File: config.mk
export PLATFORM = sky130hd
export DESIGN_NAME = sal_bk_sched
export DESIGN_NICKNAME = d
export VERILOG_FILES = /design/src/rtl/sal_sched_pkg.sv /design/src/rtl/sal_rr_arbiter.sv /design/src/rtl/sal_bk_sched.sv
export SDC_FILE = /design/constraint.sdc
export NUM_CORES = 1
export LEC_CHECK = 0
export ABC_AREA = 0
export CAP_MARGIN = 20
export CELL_PAD_IN_SITES_DETAIL_PLACEMENT = 1
export CELL_PAD_IN_SITES_GLOBAL_PLACEMENT = 2
export CORE_MARGIN = 4
export CORE_UTILIZATION = 25
export CTS_CLUSTER_SIZE = 25
export DETAILED_ROUTE_END_ITERATION = 16
export PLACE_DENSITY = 0.8
export SYNTH_ARGS = -nofsm -noshare
export SYNTH_HDL_FRONTEND = slang
export SYNTH_SLANG_ARGS = --single-unit
export TNS_END_PERCENT = 100
File: constraint.sdc
create_clock -name clk -period 5.7 [get_ports clk]
set_clock_uncertainty 0.05 [all_clocks]
set_input_delay 0.855 -clock clk [delete_from_list [all_inputs] [get_ports clk]]
set_output_delay 0.855 -clock clk [all_outputs]
set_load 0.005 [all_outputs]
File: src/rtl/sal_sched_pkg.sv
// rtl/sal_sched_pkg.sv - shared command/state types for the multi-bank scheduler
package sal_sched_pkg;

    typedef enum logic [1:0] {
        BK_ACT = 2'd0,
        BK_RD  = 2'd1,
        BK_WR  = 2'd2,
        BK_PRE = 2'd3
    } bk_cmd_e;

    typedef enum logic [2:0] {
        SCHED_NOP = 3'd0,
        SCHED_ACT = 3'd1,
        SCHED_RD  = 3'd2,
        SCHED_WR  = 3'd3,
        SCHED_PRE = 3'd4,
        SCHED_REF = 3'd5
    } sched_cmd_e;

    typedef enum logic [1:0] {
        RS_IDLE  = 2'd0,
        RS_DRAIN = 2'd1,
        RS_REF   = 2'd2,
        RS_WAIT  = 2'd3
    } ref_state_e;

    // Bank-side command encoding to DFI-side command encoding
    function automatic sched_cmd_e to_sched_cmd(input bk_cmd_e c);
        case (c)
            BK_ACT:  return SCHED_ACT;
            BK_RD:   return SCHED_RD;
            BK_WR:   return SCHED_WR;
            default: return SCHED_PRE;
        endcase
    endfunction

endpackage

File: src/rtl/sal_rr_arbiter.sv
// rtl/sal_rr_arbiter.sv - round-robin arbiter, search starts at ptr_i and wraps N-1 -> 0
module sal_rr_arbiter #(
    parameter int N  = 4,
    parameter int IW = (N > 1) ? $clog2(N) : 1
) (
    input  logic [N-1:0]  req_i,
    input  logic [IW-1:0] ptr_i,
    output logic [N-1:0]  gnt_o,
    output logic [IW-1:0] idx_o,
    output logic          valid_o
);

    // First requester found scanning upward from the pointer wins
    always_comb begin
        logic [IW-1:0] b;
        b       = '0;
        gnt_o   = '0;
        idx_o   = '0;
        valid_o = 1'b0;
        for (int k = 0; k < N; k++) begin
            b = IW'((int'(ptr_i) + k) % N);
            if (!valid_o && req_i[b]) begin
                valid_o  = 1'b1;
                gnt_o[b] = 1'b1;
                idx_o    = b;
            end
        end
    end

endmodule

File: src/rtl/sal_bk_sched.sv
// rtl/sal_bk_sched.sv - multi-bank DDR2 command scheduler; refresh engine under SAL_SCHED_REFRESH_EN
module sal_bk_sched
    import sal_sched_pkg::*;
#(
    parameter int BK_CNT      = 4,
    parameter int BA_WIDTH    = 2,
    parameter int RA_WIDTH    = 14,
    parameter int CA_WIDTH    = 10,
    parameter int TIMER_WIDTH = 8,
    parameter int REFI_WIDTH  = 16
) (
    input  logic                       clk,
    input  logic                       rst,
    input  logic [TIMER_WIDTH-1:0]     t_rrd_i,
    input  logic [TIMER_WIDTH-1:0]     t_ccd_i,
    input  logic [TIMER_WIDTH-1:0]     t_rfc_i,
    input  logic [REFI_WIDTH-1:0]      t_refi_i,
    input  logic [BK_CNT-1:0]          bk_req_valid_i,
    input  logic [2*BK_CNT-1:0]        bk_req_cmd_i,
    input  logic [RA_WIDTH*BK_CNT-1:0] bk_req_ra_i,
    input  logic [CA_WIDTH*BK_CNT-1:0] bk_req_ca_i,
    output logic [BK_CNT-1:0]          bk_req_gnt_o,
    output logic                       ref_req_o,
    input  logic [BK_CNT-1:0]          bk_ref_ack_i,
    output logic                       sched_valid_o,
    output logic [2:0]                 sched_cmd_o,
    output logic [BA_WIDTH-1:0]        sched_ba_o,
    output logic [RA_WIDTH-1:0]        sched_ra_o,
    output logic [CA_WIDTH-1:0]        sched_ca_o
);

    localparam logic [BA_WIDTH-1:0] LAST_BK = BA_WIDTH'(BK_CNT - 1);

    // Spacing of 0 or 1 means no stall, so the counter never wraps below zero
    function automatic logic [TIMER_WIDTH-1:0] spacing_load(input logic [TIMER_WIDTH-1:0] t);
        return (t == '0) ? '0 : t - TIMER_WIDTH'(1);
    endfunction

    ref_state_e                 ref_state;
    logic                       act_ok, cas_ok;
    logic [BA_WIDTH-1:0]        rr_ptr_q, rr_ptr_d;
    logic [TIMER_WIDTH-1:0]     rrd_cnt_q, rrd_cnt_d, ccd_cnt_q, ccd_cnt_d;
    logic [BK_CNT-1:0]          cas_req, row_req, cas_gnt, row_gnt;
    logic [BA_WIDTH-1:0]        cas_idx, row_idx, gnt_idx;
    logic                       cas_any, row_any, gnt_any;
    logic [1:0]                 sel_cmd_raw;
    bk_cmd_e                    sel_cmd;
    logic [RA_WIDTH-1:0]        sel_ra;
    logic [CA_WIDTH-1:0]        sel_ca;
    logic                       sched_valid_q, sched_valid_d;
    sched_cmd_e                 sched_cmd_q, sched_cmd_d;
    logic [BA_WIDTH-1:0]        sched_ba_q, sched_ba_d;
    logic [RA_WIDTH-1:0]        sched_ra_q, sched_ra_d;
    logic [CA_WIDTH-1:0]        sched_ca_q, sched_ca_d;

    // ACT only when no refresh is in progress; CAS/PRE may still run while banks drain
    assign act_ok = (ref_state == RS_IDLE);
    assign cas_ok = (ref_state == RS_IDLE) || (ref_state == RS_DRAIN);

    // Split requests into CAS class and row class, applying spacing and refresh gating
    always_comb begin
        cas_req = '0;
        row_req = '0;
        for (int b = 0; b < BK_CNT; b++) begin
            case (bk_cmd_e'(bk_req_cmd_i[2*b +: 2]))
                BK_RD, BK_WR: cas_req[b] = bk_req_valid_i[b] && (ccd_cnt_q == '0) && cas_ok;
                BK_ACT:       row_req[b] = bk_req_valid_i[b] && (rrd_cnt_q == '0) && act_ok;
                default:      row_req[b] = bk_req_valid_i[b] && cas_ok;
            endcase
        end
    end

    sal_rr_arbiter #(.N(BK_CNT), .IW(BA_WIDTH)) u_cas_arb (
        .req_i   (cas_req),
        .ptr_i   (rr_ptr_q),
        .gnt_o   (cas_gnt),
        .idx_o   (cas_idx),
        .valid_o (cas_any)
    );

    sal_rr_arbiter #(.N(BK_CNT), .IW(BA_WIDTH)) u_row_arb (
        .req_i   (row_req),
        .ptr_i   (rr_ptr_q),
        .gnt_o   (row_gnt),
        .idx_o   (row_idx),
        .valid_o (row_any)
    );

    // CAS class wins over row class whenever it has any eligible requester
    assign gnt_any      = cas_any | row_any;
    assign gnt_idx      = cas_any ? cas_idx : row_idx;
    assign bk_req_gnt_o = cas_any ? cas_gnt : row_gnt;

    // Pick the granted bank's command and addresses through the one-hot grant
    always_comb begin
        sel_cmd_raw = '0;
        sel_ra      = '0;
        sel_ca      = '0;
        for (int b = 0; b < BK_CNT; b++) begin
            if (bk_req_gnt_o[b]) begin
                sel_cmd_raw = bk_req_cmd_i[2*b +: 2];
                sel_ra      = bk_req_ra_i[RA_WIDTH*b +: RA_WIDTH];
                sel_ca      = bk_req_ca_i[CA_WIDTH*b +: CA_WIDTH];
            end
        end
    end
    assign sel_cmd = bk_cmd_e'(sel_cmd_raw);

    // Round-robin pointer advance and tRRD/tCCD spacing counters
    always_comb begin
        rr_ptr_d  = rr_ptr_q;
        rrd_cnt_d = (rrd_cnt_q == '0) ? '0 : rrd_cnt_q - TIMER_WIDTH'(1);
        ccd_cnt_d = (ccd_cnt_q == '0) ? '0 : ccd_cnt_q - TIMER_WIDTH'(1);
        if (gnt_any) begin
            rr_ptr_d = (gnt_idx == LAST_BK) ? '0 : gnt_idx + BA_WIDTH'(1);
            if (sel_cmd == BK_ACT) begin
                rrd_cnt_d = spacing_load(t_rrd_i);
            end
            if (sel_cmd == BK_RD || sel_cmd == BK_WR) begin
                ccd_cnt_d = spacing_load(t_ccd_i);
            end
        end
    end

    // Next DFI command: granted request, else REF while in the REF state, else NOP
    always_comb begin
        sched_valid_d = 1'b0;
        sched_cmd_d   = SCHED_NOP;
        sched_ba_d    = '0;
        sched_ra_d    = '0;
        sched_ca_d    = '0;
        if (gnt_any) begin
            sched_valid_d = 1'b1;
            sched_cmd_d   = to_sched_cmd(sel_cmd);
            sched_ba_d    = gnt_idx;
            sched_ra_d    = sel_ra;
            sched_ca_d    = sel_ca;
        end else if (ref_state == RS_REF) begin
            sched_valid_d = 1'b1;
            sched_cmd_d   = SCHED_REF;
        end
    end

    // Arbitration state and registered command output
    always_ff @(posedge clk or posedge rst) begin
        if (rst) begin
            rr_ptr_q      <= '0;
            rrd_cnt_q     <= '0;
            ccd_cnt_q     <= '0;
            sched_valid_q <= 1'b0;
            sched_cmd_q   <= SCHED_NOP;
            sched_ba_q    <= '0;
            sched_ra_q    <= '0;
            sched_ca_q    <= '0;
        end else begin
            rr_ptr_q      <= rr_ptr_d;
            rrd_cnt_q     <= rrd_cnt_d;
            ccd_cnt_q     <= ccd_cnt_d;
            sched_valid_q <= sched_valid_d;
            sched_cmd_q   <= sched_cmd_d;
            sched_ba_q    <= sched_ba_d;
            sched_ra_q    <= sched_ra_d;
            sched_ca_q    <= sched_ca_d;
        end
    end

    assign sched_valid_o = sched_valid_q;
    assign sched_cmd_o   = sched_cmd_q;
    assign sched_ba_o    = sched_ba_q;
    assign sched_ra_o    = sched_ra_q;
    assign sched_ca_o    = sched_ca_q;

`ifdef SAL_SCHED_REFRESH_EN
    ref_state_e             ref_state_q, ref_state_d;
    logic [REFI_WIDTH-1:0]  refi_cnt_q, refi_cnt_d;
    logic [TIMER_WIDTH-1:0] rfc_cnt_q, rfc_cnt_d;
    logic                   pend_q, pend_d;
    logic                   refi_expire;

    // Free-running refresh interval counter; t_refi_i of zero parks it at zero
    always_comb begin
        refi_expire = 1'b0;
        refi_cnt_d  = refi_cnt_q + REFI_WIDTH'(1);
        if (t_refi_i == '0) begin
            refi_cnt_d = '0;
        end else if (refi_cnt_q == t_refi_i - REFI_WIDTH'(1)) begin
            refi_expire = 1'b1;
            refi_cnt_d  = '0;
        end
    end

    // Refresh sequencing: drain banks, issue REF, hold off for tRFC; one refresh may be postponed
    always_comb begin
        ref_state_d = ref_state_q;
        pend_d      = pend_q;
        rfc_cnt_d   = (rfc_cnt_q == '0) ? '0 : rfc_cnt_q - TIMER_WIDTH'(1);
        if (refi_expire && ref_state_q != RS_IDLE) begin
            pend_d = 1'b1;
        end
        case (ref_state_q)
            RS_IDLE: begin
                if (refi_expire || pend_q) begin
                    ref_state_d = RS_DRAIN;
                    pend_d      = 1'b0;
                end
            end
            RS_DRAIN: begin
                if (&bk_ref_ack_i) begin
                    ref_state_d = RS_REF;
                end
            end
            RS_REF: begin
                ref_state_d = RS_WAIT;
                rfc_cnt_d   = spacing_load(t_rfc_i);
            end
            RS_WAIT: begin
                if (rfc_cnt_q == '0) begin
                    ref_state_d = RS_IDLE;
                end
            end
            default: ref_state_d = RS_IDLE;
        endcase
    end

    // Refresh state registers
    always_ff @(posedge clk or posedge rst) begin
        if (rst) begin
            ref_state_q <= RS_IDLE;
            refi_cnt_q  <= '0;
            rfc_cnt_q   <= '0;
            pend_q      <= 1'b0;
        end else begin
            ref_state_q <= ref_state_d;
            refi_cnt_q  <= refi_cnt_d;
            rfc_cnt_q   <= rfc_cnt_d;
            pend_q      <= pend_d;
        end
    end

    assign ref_state = ref_state_q;
    assign ref_req_o = (ref_state_q != RS_IDLE);
`else
    logic unused_refresh_inputs;

    assign ref_state             = RS_IDLE;
    assign ref_req_o             = 1'b0;
    assign unused_refresh_inputs = ^{t_rfc_i, t_refi_i, bk_ref_ack_i};
`endif

endmodule

==> impl_metrics.xml, run 1 <==
<?xml version="1.0" encoding="UTF-8"?>
<metrics>
  <group name="run_status">
    <metric name="outcome" unit="">finished clean</metric>
  </group>
  <group name="global_routing">
    <metric name="grt_antenna_before_repair" unit="">0</metric>
    <metric name="first_global_vias" unit="">4974</metric>
    <metric name="residual_overflow_from_global_routing" unit="">0</metric>
    <metric name="global_route_wire_length_before_repair" unit="mm">27.3</metric>
    <metric name="grt_util_all_layers" unit="%">16.8</metric>
    <metric name="pin_count_of_the_biggest_net_entering_global_routing" unit="">49</metric>
  </group>
  <group name="floorplanning">
    <metric name="die_width" unit="um">142</metric>
    <metric name="start_util" unit="%">25.8</metric>
    <metric name="ios" unit="">189</metric>
    <metric name="die_h" unit="um">142</metric>
    <metric name="die-area" unit="mm2">0.0202</metric>
    <metric name="placeable_area" unit="mm2">0.0175</metric>
    <metric name="placementRows" unit="">48</metric>
  </group>
  <group name="logic_synthesis">
    <metric name="yosysUniqueCellTypes" unit="">74</metric>
    <metric name="synthDominantCellAreaShare" unit="%">26.6</metric>
    <metric name="synthDominantAreaCellType" unit="">sky130_fd_sc_hd__dfrtp_1</metric>
    <metric name="proportion_of_synthesized_flip_flops_having_asynchronous_set_or_reset" unit="%">100</metric>
    <metric name="synth-edff-count" unit="">0</metric>
    <metric name="post_synth.cell_area_avg" unit="um2">9.26</metric>
    <metric name="synth.yosys.seq_area_share" unit="%">26.6</metric>
    <metric name="netlist_area" unit="mm2">0.00451</metric>
    <metric name="syn_nets" unit="">661</metric>
    <metric name="synth_cells" unit="">487</metric>
    <metric name="netlist_top_cells_area" unit="">sky130_fd_sc_hd__dfrtp_1 (27%), sky130_fd_sc_hd__a311oi_2 (6.3%), sky130_fd_sc_hd__ha_1 (5.6%), sky130_fd_sc_hd__o31ai_2 (5.3%), sky130_fd_sc_hd__nor3b_1 (4.5%)</metric>
    <metric name="yosysWarningCount" unit="">0</metric>
    <metric name="leading_register_cell_type_out_of_synthesis" unit="">sky130_fd_sc_hd__dfrtp_1</metric>
    <metric name="ys_seq_elements" unit="">48</metric>
  </group>
  <group name="setup_path">
    <metric name="r2r-end" unit="">ccd_cnt_q[1]$_DFF_PP0_</metric>
    <metric name="setup.worst_path.start_class" unit="">input port</metric>
    <metric name="timing.critical_path.to_type" unit="">primary output</metric>
    <metric name="critical_path_required" unit="ns">4.80</metric>
    <metric name="r2r-start" unit="">rr_ptr_q[1]$_DFFE_PP0P_</metric>
    <metric name="class_of_the_most_critical_setup_path" unit="">input port to primary output</metric>
    <metric name="crit_arrival" unit="ns">4.39</metric>
    <metric name="setup.reg_to_reg.worst_slack" unit="ns">0.87</metric>
    <metric name="crit_fanout" unit="">10</metric>
    <metric name="worst-r2r-cell-count" unit="">16</metric>
  </group>
  <group name="route">
    <metric name="final_antenna_net_count" unit="">0</metric>
    <metric name="drc" unit="">0</metric>
    <metric name="detail_route.iter0.violations" unit="">260</metric>
    <metric name="first_pass_iters" unit="">4</metric>
    <metric name="wl_per_cell" unit="um">19.8</metric>
    <metric name="num_vias" unit="">4579</metric>
    <metric name="routed_wire_length" unit="mm">17.1</metric>
    <metric name="drt-vias-per-instance" unit="">5.32</metric>
  </group>
  <group name="clock_tree">
    <metric name="hold_buffers" unit="">0</metric>
    <metric name="max-clock-path-buffers" unit="">2</metric>
    <metric name="tritoncts" unit="">built</metric>
    <metric name="cts_made_buffers" unit="">5</metric>
    <metric name="postCtsSetupBuffers" unit="">0</metric>
    <metric name="cts.clk_slew.worst_paths" unit="ns">0.07</metric>
    <metric name="cts_max_level" unit="">2</metric>
    <metric name="clock-sinks" unit="">48</metric>
    <metric name="post_cts_resized" unit="">0</metric>
    <metric name="ctsRootBufferMaster" unit="">sky130_fd_sc_hd__clkbuf_16</metric>
    <metric name="clock_latency" unit="ns">0.30</metric>
  </group>
  <group name="worst_hold_path">
    <metric name="worstHoldPathType" unit="">flip-flop to flip-flop</metric>
    <metric name="hp-start" unit="">rrd_cnt_q[0]$_DFF_PP0_</metric>
    <metric name="hold_endpoint" unit="">rrd_cnt_q[0]$_DFF_PP0_</metric>
    <metric name="cells_on_worst_hold_path" unit="">1</metric>
  </group>
  <group name="cells_and_area">
    <metric name="finish.instance_area" unit="mm2">0.00644</metric>
    <metric name="finish.net_count" unit="">809</metric>
    <metric name="layout_common_cells" unit="">sky130_fd_sc_hd__clkdlybuf4s50_1 (159), sky130_fd_sc_hd__nand2_1 (48), sky130_fd_sc_hd__dfrtp_1 (48)</metric>
    <metric name="drive_above_1_share" unit="%">13.1</metric>
    <metric name="fin_util" unit="%">36.8</metric>
    <metric name="mostFrequentLayoutCell" unit="">sky130_fd_sc_hd__clkdlybuf4s50_1</metric>
    <metric name="area_growth_syn_to_layout" unit="%">42.8</metric>
    <metric name="antennaDiodeCount" unit="">0</metric>
  </group>
  <group name="timing">
    <metric name="setup-violations-final" unit="">0</metric>
    <metric name="min_period_over_period" unit="%">92.9</metric>
    <metric name="worstMarginPinSlew" unit="ns">0.820</metric>
    <metric name="slew_headroom" unit="%">44.9</metric>
    <metric name="hold_ws" unit="ns">0.427</metric>
    <metric name="rsz0062_at_grt" unit="">no</metric>
    <metric name="final.setup.tns" unit="ns">0</metric>
    <metric name="drv_slew" unit="">0</metric>
    <metric name="maximum_achievable_frequency" unit="GHz">0.189</metric>
    <metric name="finalCriticalPeriod" unit="ns">5.29</metric>
    <metric name="timing.final.hold_violations" unit="">0</metric>
  </group>
  <group name="power">
    <metric name="max-vdd-ir-drop" unit="mV">0.306</metric>
    <metric name="p_leak" unit="nW">2.36</metric>
    <metric name="power_density_relative_to_cell_area" unit="mW/mm2">591</metric>
  </group>
  <group name="placement">
    <metric name="place.gp.congestion" unit="">0.893</metric>
    <metric name="io_buffer_count" unit="">159</metric>
    <metric name="dpl.hpwl" unit="mm">13.9</metric>
    <metric name="dpl-instance-area" unit="mm2">0.00627</metric>
  </group>
  <group name="flow_run">
    <metric name="max_cap_violations" unit="">0</metric>
  </group>
</metrics>
[layout make-up]
| type | count | area [um2] |
|---|---|---|
| multi-input combinational | 380 | 3010 |
| fill | 1993 | 11000 |
| clock inverter | 1 | 8.76 |
| clock buffer | 7 | 133 |
| timing repair buffer | 171 | 1690 |
| tap | 225 | 282 |
| sequential | 48 | 1200 |
| inverter | 29 | 114 |
[worst max-delay path, stage by stage]
cell and delay (ns):
sky130_fd_sc_hd__clkdlybuf4s50_1 0.59, sky130_fd_sc_hd__inv_1 0.07, sky130_fd_sc_hd__ha_1 0.32, sky130_fd_sc_hd__and2_1 0.22
sky130_fd_sc_hd__mux4_2 0.56, sky130_fd_sc_hd__nor3_1 0.49, sky130_fd_sc_hd__a2111oi_4 0.15, sky130_fd_sc_hd__or2_1 0.34
sky130_fd_sc_hd__buf_4 0.23, sky130_fd_sc_hd__inv_1 0.06, sky130_fd_sc_hd__clkdlybuf4s50_1 0.50
[where the power goes]
| group | leakage [nW] | internal (W) | switching (W) |
|---|---|---|---|
| Combinational | 1.69 | 0.00124 | 0.00163 |
| Sequential | 0.600 | 0.000536 | 0.000100 |
| Clock | 0.0681 | 0.000164 | 0.000134 |
| Total | 2.36 | 0.00194 | 0.00186 |
[sequential cells by signal, summed over array words and instances (netlist names)]
| name | count |
|---|---|
| rrd_cnt_q | 8 |
| sched_valid_o | 1 |
| sched_cmd_o | 3 |
| rr_ptr_q | 2 |
| sched_ra_o | 14 |
| sched_ca_o | 10 |
| sched_ba_o | 2 |
| ccd_cnt_q | 8 |
[worst max-delay path by stage]
stage                    startpoint                endpoint  slack, ns
floorplan           bk_req_cmd_i[6]  ccd_cnt_q[0]$_DFF_PP0_       1.45
global placement    bk_req_cmd_i[4]  ccd_cnt_q[5]$_DFF_PP0_       0.41
detailed placement  bk_req_cmd_i[4]  ccd_cnt_q[0]$_DFF_PP0_       0.39
CTS                 bk_req_cmd_i[4]         bk_req_gnt_o[1]       0.42
global route        bk_req_cmd_i[4]         bk_req_gnt_o[1]       0.25
finish              bk_req_cmd_i[4]         bk_req_gnt_o[1]       0.41
[Yosys cell counts, drive strengths merged, types with 3 or more instances]
| library cell | instances |
|---|---|
| a211o | 5 |
| a211oi | 8 |
| a21oi | 8 |
| a221oi | 5 |
| a311oi | 27 |
| a31oi | 3 |
| and2 | 6 |
| and3 | 4 |
| buf | 18 |
| clkbuf | 12 |
| dfrtp | 48 |
| ha | 20 |
| inv | 28 |
| mux4 | 4 |
| nand2 | 48 |
| nand3 | 16 |
| nand3b | 6 |
| nor2 | 39 |
| nor3 | 16 |
| nor3b | 27 |
| nor4 | 6 |
| o2111ai | 3 |
| o211ai | 6 |
| o21a | 5 |
| o21ai | 12 |
| o221ai | 4 |
| o22ai | 17 |
| o311ai | 6 |
| o31ai | 28 |
| xnor2 | 16 |
| xor2 | 7 |
[layer usage]
| metal | global-route usage, % | share of wire [%] | up-vias |
|---|---|---|---|
| met5 | 0 | 0 | - |
| met3 | 4.37 | 6.9 | 13 |
| met4 | 3.74 | 1.2 | 0 |
| met1 | 21.7 | 42 | 2266 |
| li1 | - | - | 2153 |
| met2 | 28.4 | 50 | 147 |
[stage by stage]
stage / worst slack [ns] / power [W] / instances
CTS: 0.423 / 0.00384 / 859
detailed placement: 0.388 / 0.00352 / 851
global placement: 0.407 / 0.00344 / 851
floorplan: 1.45 / 0.00269 / 487
global route: 0.254 / 0.00413 / 861
finish: 0.405 / 0.00380 / 861
[logic make-up (layout without fill, tap and decap cells)]
kind of cell | Yosys count | count (layout) | synth area share, %
buf+inv | 59 | 208 | 6.66
xor+xnor | 23 | 23 | 4.47
simple gates | 180 | 180 | 21.1
mux | 6 | 6 | 2.44
other cells | 1 | 1 | 0.0832
compound gates | 150 | 150 | 33.1
flops | 48 | 48 | 26.6
fa+ha+maj | 20 | 20 | 5.55
Note: power is estimated with default switching activity, not from simulation.
==> inputs of run 2 (changes only) <==
--- a/config.mk
+++ b/config.mk
@@ -14,6 +14,7 @@
 export CTS_CLUSTER_SIZE = 25
 export DETAILED_ROUTE_END_ITERATION = 16
 export PLACE_DENSITY = 0.8
+export SKIP_CTS_REPAIR_TIMING = 1
 export SYNTH_ARGS = -nofsm -noshare
 export SYNTH_HDL_FRONTEND = slang
 export SYNTH_SLANG_ARGS = --single-unit
==> results of run 2 <==
Final layout, timing and power as in run 1 (identical DEF).
==> RTL edit, RTL diff (config.mk and constraints of run 1) <==
Build with the macro `SAL_SCHED_REFRESH_EN` defined.
--- a/src/rtl/sal_bk_sched.sv
+++ b/src/rtl/sal_bk_sched.sv
@@ -1,4 +1,6 @@
 // rtl/sal_bk_sched.sv - multi-bank DDR2 command scheduler; refresh engine under SAL_SCHED_REFRESH_EN
+`define SAL_SCHED_REFRESH_EN
+
 module sal_bk_sched
     import sal_sched_pkg::*;
 #(
Formal check against the unedited RTL: not equivalent (a bounded check fails within 4 cycles, from zero or initial values and one cycle with rst high).
==> RTL edit against run 1 <==
  * Setup slack improved by 0.072 ns
  * Global-route usage down 0.60 points
  * Final area is 32% higher
  * Total power increased by 1.6%
  * Area after synthesis increased by 33%
  * Sequential power grew 46%
  * Sequential cell count grew 27
  * Largest power group unchanged
  * Synthesized cell count up 34%
  * Routed wire length rose by 28%
  * Combinational power is 18% lower
==> RTL edit: results (changes against run 1) <==
- Cells after Synth: 652 (+34%)
- Worst IR Drop VDD: 0.000233 V (-24%)
- NonClk Buf Share: 23.1% (-3.2 points)
- HPWL after DPL: 17400 um (+26%)
- Number of port buffers: 188 (+18%)
- Area Overhead vs Synth: 42.0%
- Pre-CTS setup slack: 0.385 ns (-0.00265 ns)
- CTS buffer count: 9 (+4)
- Worst r2r path cells: 15 (-1)
- Fin cells: 1158 (+34%)
- Nets: 1018 (+26%)
- CP top delay family: simple AND/OR/NAND/NOR gates
- Syn nets: 836 (+26%)
- Routed wire length: 21900 um (+28%)
- Status: complete, no violations
- Combinational share of power: 60.4% (-15 points)
- Largest register FFs: 16 (+2)
- Clock buffer count: 10 (+3)
- Gr usage total: 16.3% (-0.60 points)
- Cell variety after synth: 80 (+8.1%)
- Post-Place Cells: 1142 (+34%)
- Internal Pwr Total: 2190 uW (+13%)
- Register area: 1880 um^2 (+56%)
- Critical Path Fanout Max: 7 (-3)
- Starting DRT DRC Count: 298 (+15%)
- # fillers: 2772 (+39%)
- Clock Latency Late Sink: 0.34 ns (+0.04 ns)
- Mux cell area share after synthesis: 3.47% (+1.0 points)
- Largest net degree at the start of global routing: 52 (+6.1%)
- Vias in the first global route: 6092 (+22%)
- M2 GR Usage: 27.5% (-0.96 points)
- Synth Area in XOR/XNOR: 10.8% (+6.4 points)
- Leak Pwr: 0.00330 uW (+40%)
- Placed inst area: 8180 um^2 (+30%)
- Synth top cells by count: dfrtp_1, nor2_1, o22ai_1
- Reg power frac: 24.0% (+7.3 points)
- Sequential share of the synthesized area: 31.4% (+4.7 points)
- Post-synthesis adder-cell area fraction: 6.27% (+0.72 points)
- Synth Area in Compound Gates: 20.9% (-12 points)
- Via/cell ratio: 5.00 (-5.9%)
- Hold Path Stages: 2 (+1)
[RTL edit: tightest hold or removal path, cell delays in order (launching register included)]
cell	delay [ns]
dfrtp_1	0.33
inv_1	0.05
a21oi_1	0.11
[RTL edit: worst paths after layout]
| path | from | endpoint | slack (ns) |
|---|---|---|---|
| setup / recovery | bk_req_cmd_i[7] | bk_req_gnt_o[1] | 0.48 |
| hold / removal | pend_q$_DFF_PP0_ | pend_q$_DFF_PP0_ | 0.48 |
| setup reg to reg | ref_state[0]$_DFFE_PP0P_ | ccd_cnt_q[7]$_DFF_PP0_ | 0.81 |
| hold reg to reg | pend_q$_DFF_PP0_ | pend_q$_DFF_PP0_ | 0.48 |
| max in group asynchronous | rst | sched_ba_o[0]$_DFF_PP0_ | 3.69 |
| min in group asynchronous | rst | sched_ca_o[3]$_DFF_PP0_ | 0.83 |
[RTL edit: layer usage]
layer | part of all wire (%) | up-vias
li1 | - | 2791
met1 | 46 | 2837
met2 | 49 | 152
met3 | 4.3 | 15
met4 | 1.0 | 0
met5 | 0 | -
